**src/rtl/m_data_arbiter_pkg.sv**
```systemverilog
// Shared constants and types for the gigex data-stream arbiter.
package m_data_arbiter_pkg;

   // Number of frontend modules feeding the gigex data stream
   localparam int NMODULES  = 4;
   // Data word width
   localparam int LENGTH    = 128;
   // Default words per grant before the grant rotates
   localparam int MAX_BURST = 16;
   // Width of a module index
   localparam int SRC_W     = $clog2(NMODULES);
   // Width of the per-grant word counter (MAX_BURST is at most 255)
   localparam int BURST_W   = 8;

   // Flag bit positions inside a data word
   localparam int SGL_FLAG_OFS = LENGTH - 1;
   localparam int CMD_FLAG_OFS = LENGTH - 2;

   typedef enum logic {
      IDLE  = 1'b0,
      GRANT = 1'b1
   } arb_state_e;

   // Index following idx, wrapping n-1 back to 0
   function automatic int wrap_inc(input int idx, input int n);
      return (idx + 1 >= n) ? 0 : idx + 1;
   endfunction

endpackage

```
**src/rtl/m_data_arbiter_rr_picker.sv**
```systemverilog
// Round-robin search: first set bit of req at or above ptr, wrapping to 0.
module m_data_arbiter_rr_picker
   import m_data_arbiter_pkg::*;
#(
   parameter int N     = NMODULES,
   parameter int IDX_W = SRC_W
) (
   input  logic [N-1:0]     req_i,
   input  logic [IDX_W-1:0] ptr_i,
   output logic             found_o,
   output logic [IDX_W-1:0] idx_o
);

   // rot[k] is the request of module (ptr + k) mod N
   logic [N-1:0]     rot;
   logic [IDX_W-1:0] cand_idx [N];

   genvar gi;
   generate
      for (gi = 0; gi < N; gi++) begin : g_rot
         logic [IDX_W:0] sum;
         // ptr < N and gi < N, so a single subtraction completes the modulo
         assign sum          = {1'b0, ptr_i} + (IDX_W+1)'(gi);
         assign cand_idx[gi] = (sum >= (IDX_W+1)'(N)) ? IDX_W'(sum - (IDX_W+1)'(N))
                                                       : IDX_W'(sum);
         assign rot[gi]      = req_i[cand_idx[gi]];
      end
   endgenerate

   // Lowest rotated position wins; scanning downward lets it overwrite higher ones
   always_comb begin
      found_o = 1'b0;
      idx_o   = '0;
      for (int k = N - 1; k >= 0; k--) begin
         if (rot[k]) begin
            found_o = 1'b1;
            idx_o   = cand_idx[k];
         end
      end
   end

endmodule

```
**src/rtl/m_data_arbiter.sv**
```systemverilog
// Round-robin arbiter sharing the gigex data stream between the per-module rx fifos.
// Holds a grant for at most MAX_BURST words and registers the outgoing word.
module m_data_arbiter #(
   parameter int  NMODULES  = m_data_arbiter_pkg::NMODULES,
   parameter int  LENGTH    = m_data_arbiter_pkg::LENGTH,
   parameter int  MAX_BURST = m_data_arbiter_pkg::MAX_BURST,
   localparam int SRC_W     = $clog2(NMODULES)
) (
   input  logic                       clk,
   input  logic                       rst_n,
   input  logic [NMODULES-1:0]        en_mask_i,
   input  logic [NMODULES-1:0]        in_valid_i,
   output logic [NMODULES-1:0]        in_ready_o,
   input  logic [NMODULES*LENGTH-1:0] in_data_i,
   output logic                       out_valid_o,
   input  logic                       out_ready_i,
   output logic [LENGTH-1:0]          out_data_o,
   output logic [SRC_W-1:0]           out_src_o,
   output logic                       busy_o
);

   import m_data_arbiter_pkg::*;

   localparam logic [BURST_W-1:0] BURST_LAST = BURST_W'(MAX_BURST - 1);
   localparam logic [SRC_W-1:0]   SRC_LAST   = SRC_W'(NMODULES - 1);

   arb_state_e          state_q, state_d;
   logic [SRC_W-1:0]    ptr_q, ptr_d;
   logic [SRC_W-1:0]    sel_q, sel_d;
   logic [BURST_W-1:0]  burst_q, burst_d;
   logic                out_valid_q, out_valid_d;
   logic [LENGTH-1:0]   out_data_q, out_data_d;
   logic [SRC_W-1:0]    out_src_q, out_src_d;

   logic [NMODULES-1:0] req;
   logic                pick_found;
   logic [SRC_W-1:0]    pick_idx;
   logic                sel_ok;
   logic                load;
   logic                xfer;
   logic [SRC_W-1:0]    sel_next;
   logic [LENGTH-1:0]   in_word [NMODULES];

   genvar gi;
   generate
      for (gi = 0; gi < NMODULES; gi++) begin : g_word
         assign in_word[gi] = in_data_i[gi*LENGTH +: LENGTH];
      end
   endgenerate

   assign req      = in_valid_i & en_mask_i;
   assign sel_ok   = in_valid_i[sel_q] & en_mask_i[sel_q];
   // Output register can take a word when empty or being drained this cycle
   assign load     = ~out_valid_q | out_ready_i;
   assign xfer     = (state_q == GRANT) & load & sel_ok;
   assign sel_next = (sel_q == SRC_LAST) ? '0 : sel_q + SRC_W'(1);

   m_data_arbiter_rr_picker #(
      .N     (NMODULES),
      .IDX_W (SRC_W)
   ) u_picker (
      .req_i   (req),
      .ptr_i   (ptr_q),
      .found_o (pick_found),
      .idx_o   (pick_idx)
   );

   // Pop strobe goes only to the granted module, only on a transfer
   always_comb begin
      in_ready_o = '0;
      if (xfer) begin
         in_ready_o[sel_q] = 1'b1;
      end
   end

   // Grant FSM: pick in IDLE, stream in GRANT until burst limit or the grantee drops
   always_comb begin
      state_d = state_q;
      ptr_d   = ptr_q;
      sel_d   = sel_q;
      burst_d = burst_q;
      case (state_q)
         IDLE: begin
            if (pick_found) begin
               sel_d   = pick_idx;
               burst_d = '0;
               state_d = GRANT;
            end
         end
         GRANT: begin
            if (xfer) begin
               burst_d = burst_q + BURST_W'(1);
               if (burst_q == BURST_LAST) begin
                  state_d = IDLE;
                  ptr_d   = sel_next;
               end
            end else if (!sel_ok) begin
               state_d = IDLE;
               ptr_d   = sel_next;
            end
         end
         default: begin
            state_d = IDLE;
         end
      endcase
   end

   // Output register: load on transfer, clear valid once the word is taken
   always_comb begin
      out_valid_d = out_valid_q;
      out_data_d  = out_data_q;
      out_src_d   = out_src_q;
      if (xfer) begin
         out_valid_d = 1'b1;
         out_data_d  = in_word[sel_q];
         out_src_d   = sel_q;
      end else if (out_valid_q && out_ready_i) begin
         out_valid_d = 1'b0;
      end
   end

   // State registers; reset discards any word held for gigex
   always_ff @(posedge clk or negedge rst_n) begin
      if (!rst_n) begin
         state_q     <= IDLE;
         ptr_q       <= '0;
         sel_q       <= '0;
         burst_q     <= '0;
         out_valid_q <= 1'b0;
         out_data_q  <= '0;
         out_src_q   <= '0;
      end else begin
         state_q     <= state_d;
         ptr_q       <= ptr_d;
         sel_q       <= sel_d;
         burst_q     <= burst_d;
         out_valid_q <= out_valid_d;
         out_data_q  <= out_data_d;
         out_src_q   <= out_src_d;
      end
   end

   assign out_valid_o = out_valid_q;
   assign out_data_o  = out_data_q;
   assign out_src_o   = out_src_q;
   assign busy_o      = (state_q == GRANT);

endmodule
```
**config.mk**
```make
export PLATFORM = sky130hd
export DESIGN_NAME = m_data_arbiter
export DESIGN_NICKNAME = d
export VERILOG_FILES = /design/src/rtl/m_data_arbiter_pkg.sv /design/src/rtl/m_data_arbiter_rr_picker.sv /design/src/rtl/m_data_arbiter.sv
export SDC_FILE = /design/constraint.sdc
export NUM_CORES = 1
export LEC_CHECK = 0
export ABC_AREA = 1
export ABC_CLOCK_PERIOD_IN_PS = 2700
export CAP_MARGIN = 20
export CORE_AREA = 2 2 255 257
export DETAILED_ROUTE_END_ITERATION = 8
export DIE_AREA = 0 0 257 259
export GPL_ROUTABILITY_DRIVEN = 0
export HOLD_SLACK_MARGIN = 0.15
export PLACE_DENSITY = 0.38
export SLEW_MARGIN = 5
export SYNTH_ARGS = -nofsm -noshare
export SYNTH_HDL_FRONTEND = slang
export SYNTH_SLANG_ARGS = --single-unit
```
**constraint.sdc**
```tcl
create_clock -name clk -period 2.7 [get_ports clk]
set_clock_uncertainty 0.05 [all_clocks]
set_input_delay 0.675 -clock clk [delete_from_list [all_inputs] [get_ports clk]]
set_output_delay 0.675 -clock clk [all_outputs]
set_load 0.05 [all_outputs]
```
==> key figures, run 1 <==
Drt
  – DR iter-0 viols: a little over 600
  – Initial DRT Pass Iterations: 5
  – DR vias: roughly 11,000
  – Antenna-violating nets left: 0
  – Vias/cell: 4.16
  – Post-Route WL: ~50,000 um
  – WL/cell: between 15 and 20 um
  – DRC: 0

Floorplan
  – Die X: approximately 260 um
  – CORE AREA: between 60,000 and 70,000 um^2
  – Starting density of the core: approximately 15%
  – Std-Cell Rows: just over 90
  – Die area: approximately 67,000 um^2
  – Ports: approximately 660
  – Die Y: between 200 and 300 um

Synth
  – Mapped Nets: between 1,500 and 2,000
  – Post-synthesis instance total: about 1,200
  – XOR/XNOR share of the synthesized area: 0.468%
  – Synth Area in Compound Gates: 23.0%
  – FF+latch count, synth: ~140
  – Yosys warnings: 0
  – Syn_area_per_cell: ~8.1 um^2
  – Count of cell types in the netlist: 27
  – Largest family of logic cells by synthesized area: compound AO/OA/AOI/OAI gates
  – Fraction of synthesized area in multiplexers: about 17%
  – Synth Area in Adders: less than 1%
  – Sequential share of the synthesized area: between 30% and 40%
  – Simple-gate portion of the synthesized area: ~15%
  – Cell area after synthesis: 9360 um^2

Setup path
  – Crit Path Class: in2out
  – CP startpoint kind: input pin
  – Worst path required time: roughly 2000 ps
  – Crit path max-delay cell type: clkdlybuf4s50_1
  – Reg2Reg Depth: 9
  – Worst path cell trace: clkdlybuf4s50_1, nand2_1, nand2_1, nand3_2, nand2_4, nand2_8, nor2_2, buf_12
  – Cell mode on critical path: nand2_1
  – CP max stage delay: 480 ps
  – Worst Setup End Kind: primary output
  – Crit path max fanout: 6
  – Critical Path AT: 1900 ps

Clock network
  – Reg clk slew, reported paths: ~70 ps
  – Cts bufs inserted: 17
  – Clk buf depth: 2
  – CTS tree: built
  – Clk sinks: 144
  – Worst skew pair latency: roughly 470 ps
  – Clock root cell: clkbuf_16
  – H-tree depth: 4

Final layout
  – Layout area overhead: 91.1%
  – Fill count: about 6,800
  – Fin util: roughly 28%
  – Most common cell after layout, fill and taps aside: clkdlybuf4s50_1
  – Final instance count without filler cells: 2,644
  – Nets: about 2,300
  – Most frequent cells in the layout: clkdlybuf4s50_1 (652), nor2_1 (264), o21ai_0 (264)
  – Fraction of layout cells with a size suffix above 1: 12.5%

Placement
  – Post-detail-place hpwl: slightly below 40,000 um
  – Number of port buffers: between 600 and 700
  – Dpl cells: 2,609

GRT
  – Vias in the first global route: roughly 11,000
  – First-pass GRT wire length: roughly 74,000 um
  – Gr ovfl total: 0
  – GRT Total Usage: between 10 and 15%
  – Antenna violations before repair: 2
  – Largest net degree at the start of global routing: roughly 110

Run
  – Max-cap violations: 0

Timing
  – Final period utilization: 97.1%
  – Unrepaired setup endpoints after global routing: yes
  – Final setup violation count: 0
  – Hold Violations, Final: 0
  – Slew @ Worst Pin: between 600 and 700 ps
  – Max-slew headroom: a little under three fifths
  – Hold WS: between 400 and 500 ps
  – Fmax: between 300 and 400 MHz
  – Pins Over Slew Limit: 0
  – Setup TNS: 0 ps
  – Min cycle time layout: between 2000 and 3000 ps

Min path
  – Hold Path Class: reg2reg
  – Worst hold path depth: 2

Power
  – Leakage power total: about 7 nW
  – Worst vdd ir: about 380 uV
  – Power Density: roughly 1200 nW/um^2
  – Tot Pwr: ~21 mW

Run status
  – Status: finished, final reports clean
-- power by group --
part | internal, mW | switching (mW) | total [mW]
Clock | 1.82 | 1.01 | 2.83
Combinational | 5.63 | 8.87 | 14.5
Sequential | 3.27 | 0.645 | 3.92
Total | 10.7 | 10.5 | 21.2
-- through the flow --
stage | area [um^2] | setup WS [ps]
after floorplan | 9360 | -43.8
after global placement | 17100 | 10.1
after detailed placement | 17100 | -10.7
after CTS | 17900 | -10.7
after global routing | 17900 | -9.76
final | 17900 | 78.1
-- kinds of logic (layout without fill, tap and decap cells) --
family                   after synthesis  in the layout
AO/OA/AOI/OAI                        397            397
AND/OR/NAND/NOR                      355            355
flip-flops                           144            144
multiplexers                         129            129
buffers and inverters                121            752
adder cells (fa/ha/maj)                5              5
XOR/XNOR                               5              5
other                                  0              2
-- registers in the layout, summed over array words and instances, names as in the netlist --
name	cells
sel_q	2
out_src_o	2
busy_o	1
burst_q	8
ptr_q	2
out_data_o	128
out_valid_o	1
-- layer usage --
| layer | vias to the layer above | part of all wire, % | global-route usage [%] |
|---|---|---|---|
| li1 | 5300 | - | - |
| met1 | 5201 | 39 | 16.4 |
| met2 | 441 | 52 | 26.5 |
| met3 | 48 | 7.0 | 4.49 |
| met4 | 0 | 2.3 | 4.94 |
| met5 | - | 0 | 0 |
-- worst paths after layout --
check	startpoint	end	slack (ps)
hold / removal	out_src_o[1]	out_src_o[1]	430
max in group asynchronous	rst_n	out_data_o[91]	1170
setup reg to reg	sel_q[0]	out_data_o[8]	490
hold reg to reg	out_src_o[1]	out_src_o[1]	430
setup / recovery	in_valid_i[2]	in_ready_o[0]	80
min in group asynchronous	rst_n	out_data_o[43]	740
-- layout make-up --
type / count / area [um^2] / area share, %
Tap cell: 855 / 1070 / 5.98
Antenna cell: 2 / 5.00 / 0.0280
Multi-Input combinational cell: 891 / 5250 / 29.4
Clock inverter: 9 / 204 / 1.14
Inverter: 18 / 80.1 / 0.448
Clock buffer: 21 / 480 / 2.69
Timing Repair Buffer: 704 / 7180 / 40.2
Sequential cell: 144 / 3610 / 20.2
-- critical path: cells and delay by family --
kind	cells	cell delay [ps]
AND/OR/NAND/NOR	6	570
buffers and inverters	2	630
-- Yosys cell counts --
cell type | number | share of area [%]
nor2_1 | 268 | 11
o21ai_0 | 264 | 14
dfrtp_1 | 144 | 39
o22ai_1 | 128 | 8.6
mux2_2 | 95 | 11
clkbuf_1 | 71 | 2.8
nand2_1 | 57 | 2.3
mux2_4 | 33 | 5.3
nand3_1 | 23 | 1.2
buf_2 | 20 | 1.1
inv_1 | 17 | 0.68
buf_6 | 6 | 0.72
buf_1 | 5 | 0.20
ha_1 | 5 | 0.67
xor2_1 | 4 | 0.37
a21oi_1 | 3 | 0.16
nand2_4 | 2 | 0.24
nand3_2 | 2 | 0.21
and2_1 | 1 | 0.067
buf_4 | 1 | 0.080
inv_2 | 1 | 0.040
mux2i_1 | 1 | 0.11
nand2_2 | 1 | 0.067
nor3_1 | 1 | 0.053
o21ai_1 | 1 | 0.053
o31ai_1 | 1 | 0.080
xnor2_1 | 1 | 0.094
-- timing repair --
action,4_1_cts,5_1_grt
setup buffers,1,0
setup endpoints to repair,4,4
hold endpoints to repair,21,0
pin swaps,0,0
cloned,1,0
hold buffers,1,0
resized for setup,2,6
(Power assumes the default switching activity.)
==> run 2: changes to the inputs <==
--- a/config.mk
+++ b/config.mk
@@ -6,14 +6,14 @@
 export NUM_CORES = 1
 export LEC_CHECK = 0
 export ABC_AREA = 1
-export ABC_CLOCK_PERIOD_IN_PS = 2700
+export ABC_CLOCK_PERIOD_IN_PS = 3100
 export CAP_MARGIN = 20
-export CORE_AREA = 2 2 255 257
+export CORE_AREA = 2 2 260 262
 export DETAILED_ROUTE_END_ITERATION = 8
-export DIE_AREA = 0 0 257 259
+export DIE_AREA = 0 0 262 264
 export GPL_ROUTABILITY_DRIVEN = 0
 export HOLD_SLACK_MARGIN = 0.15
-export PLACE_DENSITY = 0.38
+export PLACE_DENSITY = 0.37
 export SLEW_MARGIN = 5
 export SYNTH_ARGS = -nofsm -noshare
 export SYNTH_HDL_FRONTEND = slang
==> constraint.sdc (replaced) <==
create_clock -name clk -period 3.1 [get_ports clk]
set_clock_uncertainty 0.05 [all_clocks]
set_input_delay 0.775 -clock clk [delete_from_list [all_inputs] [get_ports clk]]
set_output_delay 0.775 -clock clk [all_outputs]
set_load 0.05 [all_outputs]
==> run 2 against run 1 <==
Die area up 3.9%. Sequential cell count unchanged. Utilization is 1.7 points lower. Critical path type unchanged. Largest cell class unchanged. Critical endpoint is now in_ready_o[3].
==> key figures, run 2 (same netlist as run 1, synthesis figures left out) <==
Run status
  – Status: finished, final reports clean

Final layout
  – Nets: 2,284 (-0.87%)
  – Final instance count without filler cells: 2,646 (+0.076%)
  – Most frequent cells in the layout: clkdlybuf4s50_1 (653), nor2_1 (267), o21ai_0 (264)
  – Layout area overhead: 87.0%
  – Register area: 3610 um^2 (unchanged)
  – Largest register FFs: 128 (unchanged)
  – Multi-input logic area: 5240 um^2 (-0.24%)
  – Fill count: 7,150 (+4.4%)
  – Most common cell after layout, fill and taps aside: clkdlybuf4s50_1
  – Fin util: 26.3% (-1.7 points)
  – Fraction of layout cells with a size suffix above 1: 11.2% (-1.2 points)
  – Design Area, Final: 17,500 um^2 (-2.1%)

Timing
  – Hold WS: 237 ps (-196 ps)
  – Fmax: between 300 and 400 MHz
  – Max-slew headroom: 50.8% (-6.5 points)
  – Min cycle time layout: 2970 ps
  – Unrepaired setup endpoints after global routing: no
  – Final period utilization: a little over nine tenths
  – Setup TNS: 0 ps (unchanged)
  – Hold Violations, Final: 0 (unchanged)
  – Worst setup margin: 125 ps (+47.3 ps)
  – Slew @ Worst Pin: 739 ps (+98.2 ps)
  – Final setup violation count: 0 (unchanged)
  – Pins Over Slew Limit: 0 (unchanged)

Placement
  – Dpl cells: 2,610 (+0.038%)
  – Pre-CTS WS: 86.7 ps (+97.5 ps)
  – Number of port buffers: 658 (unchanged)
  – Post-detail-place hpwl: 38,700 um (-1.3%)
  – Cell Area, Placed: 16,900 um^2 (-1.2%)

Clock network
  – H-tree depth: 4 (unchanged)
  – Clock root cell: clkbuf_16
  – CTS tree: built
  – Worst skew pair latency: 470 ps (about the same)
  – Reg clk slew, reported paths: 70 ps (about the same)
  – Cts bufs inserted: 17 (unchanged)
  – Postcts setup bufs: 0 (-1)
  – Clk buf depth: 2 (unchanged)
  – Hold_buf cts: 0 (-1)
  – CTS resizes: 0 (-2)
  – Clk sinks: 144 (unchanged)

Floorplan
  – Die X: 262 um (+1.9%)
  – Die area: 69,200 um^2 (+3.9%)
  – Die Y: 264 um (+1.9%)
  – Ports: 659 (unchanged)
  – CORE AREA: 66,600 um^2 (+4.2%)
  – Std-Cell Rows: 95 (+2.2%)
  – Starting density of the core: 14.1% (-0.59 points)

Setup path
  – Worst path required time: 2270 ps (+290 ps)
  – Critical Path AT: 2150 ps (+250 ps)
  – Crit path max fanout: 10 (+4)
  – Worst Setup End Kind: primary output
  – Crit Path Class: in2out
  – CP startpoint kind: input pin

GRT
  – Largest net degree at the start of global routing: 141 (+31%)
  – Gr ovfl total: 0 (unchanged)
  – GRT Total Usage: 13.9% (-0.81 points)
  – Antenna violations before repair: 6 (+4)
  – First-pass GRT wire length: 71,500 um (-3.0%)
  – Vias in the first global route: 11,200 (-1.6%)

Power
  – Sequential share of power: 19.2% (+0.8 points)
  – Tot Pwr: 17.8 mW (-16%)
  – Worst vdd ir: 566 uV (+49%)
  – Power Density: 1020 nW/um^2 (-14%)
  – Leakage power total: 6.82 nW (-2.9%)
  – Switching share of power: 51.3% (+1.8 points)
  – Int Power: 8.65 mW (-19%)
  – Logic gate share of total power: 69.2% (+1.0 points)
  – Clk network pwr share: 11.6% (-1.7 points)
  – Psw: 9.12 mW (-13%)

Min path
  – Hold Path Class: in2async

Drt
  – DRC: 0 (unchanged)
  – DR vias: 11,000 (-0.15%)
  – WL/cell: 19.0 um (-0.26%)
  – DR iter-0 viols: 471 (-24%)
  – Vias/cell: 4.15 (-0.23%)
  – Post-Route WL: 50,300 um (-0.18%)
  – Initial DRT Pass Iterations: 5 (unchanged)
  – Antenna-violating nets left: 0 (unchanged)

Run
  – Max-cap violations: 0 (unchanged)
-- run 2: cell count changes in the layout (fill, tap and decap cells not counted), sizes merged --
cell           before  now
buf                50   31
bufbuf              1    0
bufinv              6    1
clkdlybuf4s50     652  653
clkinv              1    3
clkinvlp            2    5
diode               2    4
dlygate4sd3         1    0
inv                18   20
-- run 2: final timing paths --
kind,from,end,slack [ps],cells past startpoint
setup / recovery,in_valid_i[3],in_ready_o[3],130,8
hold / removal,rst_n,out_valid_o,240,2
setup reg to reg,sel_q[0],out_data_o[118],660,8
hold reg to reg,out_src_o[1],out_src_o[1],440,2
max in group asynchronous,rst_n,out_data_o[5],2330,2
min in group clk,out_src_o[1],out_src_o[1],440,2
-- run 2: routing by layer --
layer / part of all wire, % / up-vias / routed length, um / global-route usage (%)
li1: - / 5268 / - / -
met1: 37 / 5188 / 18800 / 14.7
met3: 8.4 / 59 / 4230 / 4.47
met4: 2.3 / 4 / 1170 / 5.05
met2: 52 / 454 / 26100 / 25.5
met5: 0.050 / - / 25 / 0
-- run 2: area by class of cell --
type	instances	share of cell area, %
sequential	144	20.6
clock buffer	21	2.63
multi-input combinational	891	29.9
inverter	18	0.443
antenna	4	0.0572
tap	873	6.24
clock inverter	11	0.615
timing repair buffer	684	39.4
-- run 2: worst max-delay path: stages --
cell	delay [ps]
clkdlybuf4s50_1	460
nand2_1	130
nand2_1	110
nand3_2	80
nand2_4	120
nand2_8	100
nor2_1	140
buf_4	220
-- run 2: power groups by stage --
stage	Clock, mW	Sequential (mW)	Combinational [mW]
after global placement	0	3.46	12.4
after floorplan	0	6.41	4.81
after detailed placement	0	3.45	12.5
final	2.06	3.42	12.3
after global routing	2.23	3.55	13.1
after CTS	2.16	3.44	12.5
==> patch: new RTL, settings of run 1 <==
The package constant `BURST_W` goes from 8 to 9.
--- a/src/rtl/m_data_arbiter_pkg.sv
+++ b/src/rtl/m_data_arbiter_pkg.sv
@@ -10,7 +10,7 @@
    // Width of a module index
    localparam int SRC_W     = $clog2(NMODULES);
    // Width of the per-grant word counter (MAX_BURST is at most 255)
-   localparam int BURST_W   = 8;
+   localparam int BURST_W   = 9;
 
    // Flag bit positions inside a data word
    localparam int SGL_FLAG_OFS = LENGTH - 1;
Check against the original RTL: no difference found for any inputs over 4 cycles, from zero or initial values and one cycle with rst_n low; that may be too few to reach the edited logic, so the function may still have changed.
==> patch against run 1 <==
Non-clock buffer count is 6 higher; wire length is 0.28% higher; setup slack better by 20 ps; combinational power is 5% higher; clock power is 15% lower; global-route usage is 0.070 points higher; sequential power is 1% higher; critical path depth stayed put; synthesized area is 1.7% higher; sequential cell count is 1 higher; cell area is 0.32% higher; power is 1.2% higher; hold slack worse by 270 ps.
==> patch: results (changes against run 1) <==
outcome:
  status: "complete, no violations"
synth:
  yosysWarnings: 0  # unchanged
  synth_common_cells: "nor2_1 (278), o21ai_0 (265), dfrtp_1 (145), o22ai_1 (128), mux2_2 (84)"
  synth-compound-area-share: 0.226  # -0.00322
  yosysSeqAreaShare: 0.381  # -0.00365
  synthFlopType: "dfrtp_1"
  synth_area_leaders: "dfrtp_1 (38%), o21ai_0 (14%), nor2_1 (11%)"
  synth_fa_ha_area_frac: 0.00658  # -0.000109
  synth-xor-area-share: 0.00460  # -0.0000763
  syn_nets: 1706  # +1.3%
  muxShareOfSynthArea: 0.169  # +0.000543
  yosysMostFrequentCell: "nor2_1"
  synth_cell_types: 25  # -7.4%
  synthArstFlopShare: 1.00  # unchanged
cts:
  ctsResizeCount: 5  # +3
  clk_pin_slew_ps: 60
  cts_made_buffers: 17  # unchanged
  h-tree-depth: 4  # unchanged
  clock_latency_ps: 460
  cts.path.max_buffers: 2  # unchanged
  cts_root_buf: "clkbuf_16"
  postCtsSetupBuffers: 5  # +4
critical_path:
  regToRegSetupSlack_ps: 480
  cp_data_arrival_time_ps: 1880  # -20 ps
  reg2regPathDepth: 9  # unchanged
  critPathMaxFanout: 6  # unchanged
  cpPeakStageDelay_ps: 480  # about the same
  crit-reg2reg-launch: "sel_q[0]"
  cp_slowest_cell: "clkdlybuf4s50_1"
  startpoint: "in_valid_i[2]"
  crit_path_end: "in_ready_o[3]"
  critPathTopFamily: "buffers and inverters"
  rr_endpoint: "out_data_o[119]"
placed_design:
  dpl.hpwl_um: 39500  # +0.78%
  port_buffers: 658  # unchanged
  place_area_um2: 17200  # +0.74%
  dp_worst_setup_slack_ps: -14.8  # -4.12 ps
route:
  drt_iter0_markers: 664  # +7.8%
  first_pass_iters: 5  # unchanged
  wl_um: 50500  # +0.28%
  viasPerCell: 4.13  # -0.66%
global_routing:
  grt_max_degree: 94  # -13%
  grt_pass1_wl_um: 73900  # +0.24%
  grt_pass1_vias: 11400  # -0.54%
  grt.total_usage: 0.148  # +0.000701
  antenna_found_initial: 1  # -1
power_and_ir_drop:
  p_leak_nw: 7.10  # +1.1%
  ir_drop_v: 0.000399  # +5.0%
finish:
  fillCellCount: 6760  # -1.3%
  largest_reg_flops: 128  # unchanged
  drive_above_1_share: 0.127  # +0.00172
  layout.nets: 2333  # +1.3%
worst_hold_path:
  hold_class: "in -> async"
sta:
  setup_viol: 0  # unchanged
  maxSlewHeadroom: 0.532  # -0.0412
  hold_violations: 0  # unchanged
  finalCriticalPeriod_ps: 2600  # -19.8 ps
  hold_slack_ps: 160  # -272 ps
==> patch: cell types whose count changed after synthesis, moves of 2 or more <==
cell / run 1 / this run
mux2_2: 95 / 84
mux2_4: 33 / 44
clkbuf_1: 71 / 61
nand2_1: 57 / 67
nor2_1: 268 / 278
buf_2: 20 / 27
buf_4: 1 / 4
inv_1: 17 / 19
==> patch: stage by stage <==
stage	TNS (ps)	std cells
2_1_floorplan	-279	1178
3_3_place_gp	0	2635
3_5_place_dp	-24.4	2635
4_1_cts	-2.57	2672
5_1_grt	0	2674
6_report	0	2674
==> patch: cells by family (layout without fill, tap and decap cells) <==
kind of cell | after synthesis | in the layout
AND/OR/NAND/NOR | 375 | 375
flip-flops | 145 | 145
buffers and inverters | 122 | 762
XOR/XNOR | 5 | 5
multiplexers | 128 | 128
AO/OA/AOI/OAI | 398 | 398
other | 0 | 1
adder cells (fa/ha/maj) | 5 | 5
==> patch: layer usage <==
metal / track usage / vias to the layer above / wire (um)
li1: - / 5392 / -
met1: 0.169 / 5191 / 19900
met2: 0.264 / 420 / 26200
met3: 0.0427 / 38 / 3420
met4: 0.0464 / 0 / 988
met5: 0 / - / 0
==> patch: power by group <==
| group | internal [mW] | leakage [nW] | switching [mW] |
|---|---|---|---|
| clock network | 1.35 | 0.280 | 1.04 |
| registers | 3.30 | 1.74 | 0.657 |
| logic | 5.92 | 5.09 | 9.23 |
| total | 10.6 | 7.10 | 10.9 |
==> patch: cell type report <==
type                    count  area, um^2  share of cell area
clock inverters            12         119             0.00663
clock buffers              20         467              0.0260
multi-input cells         911        5380               0.300
inverters                  20        90.1             0.00502
repair buffers            710        7180               0.400
flip-flops and latches    145        3640               0.203
well taps                 855        1070              0.0596
diodes                      1        2.50            0.000139
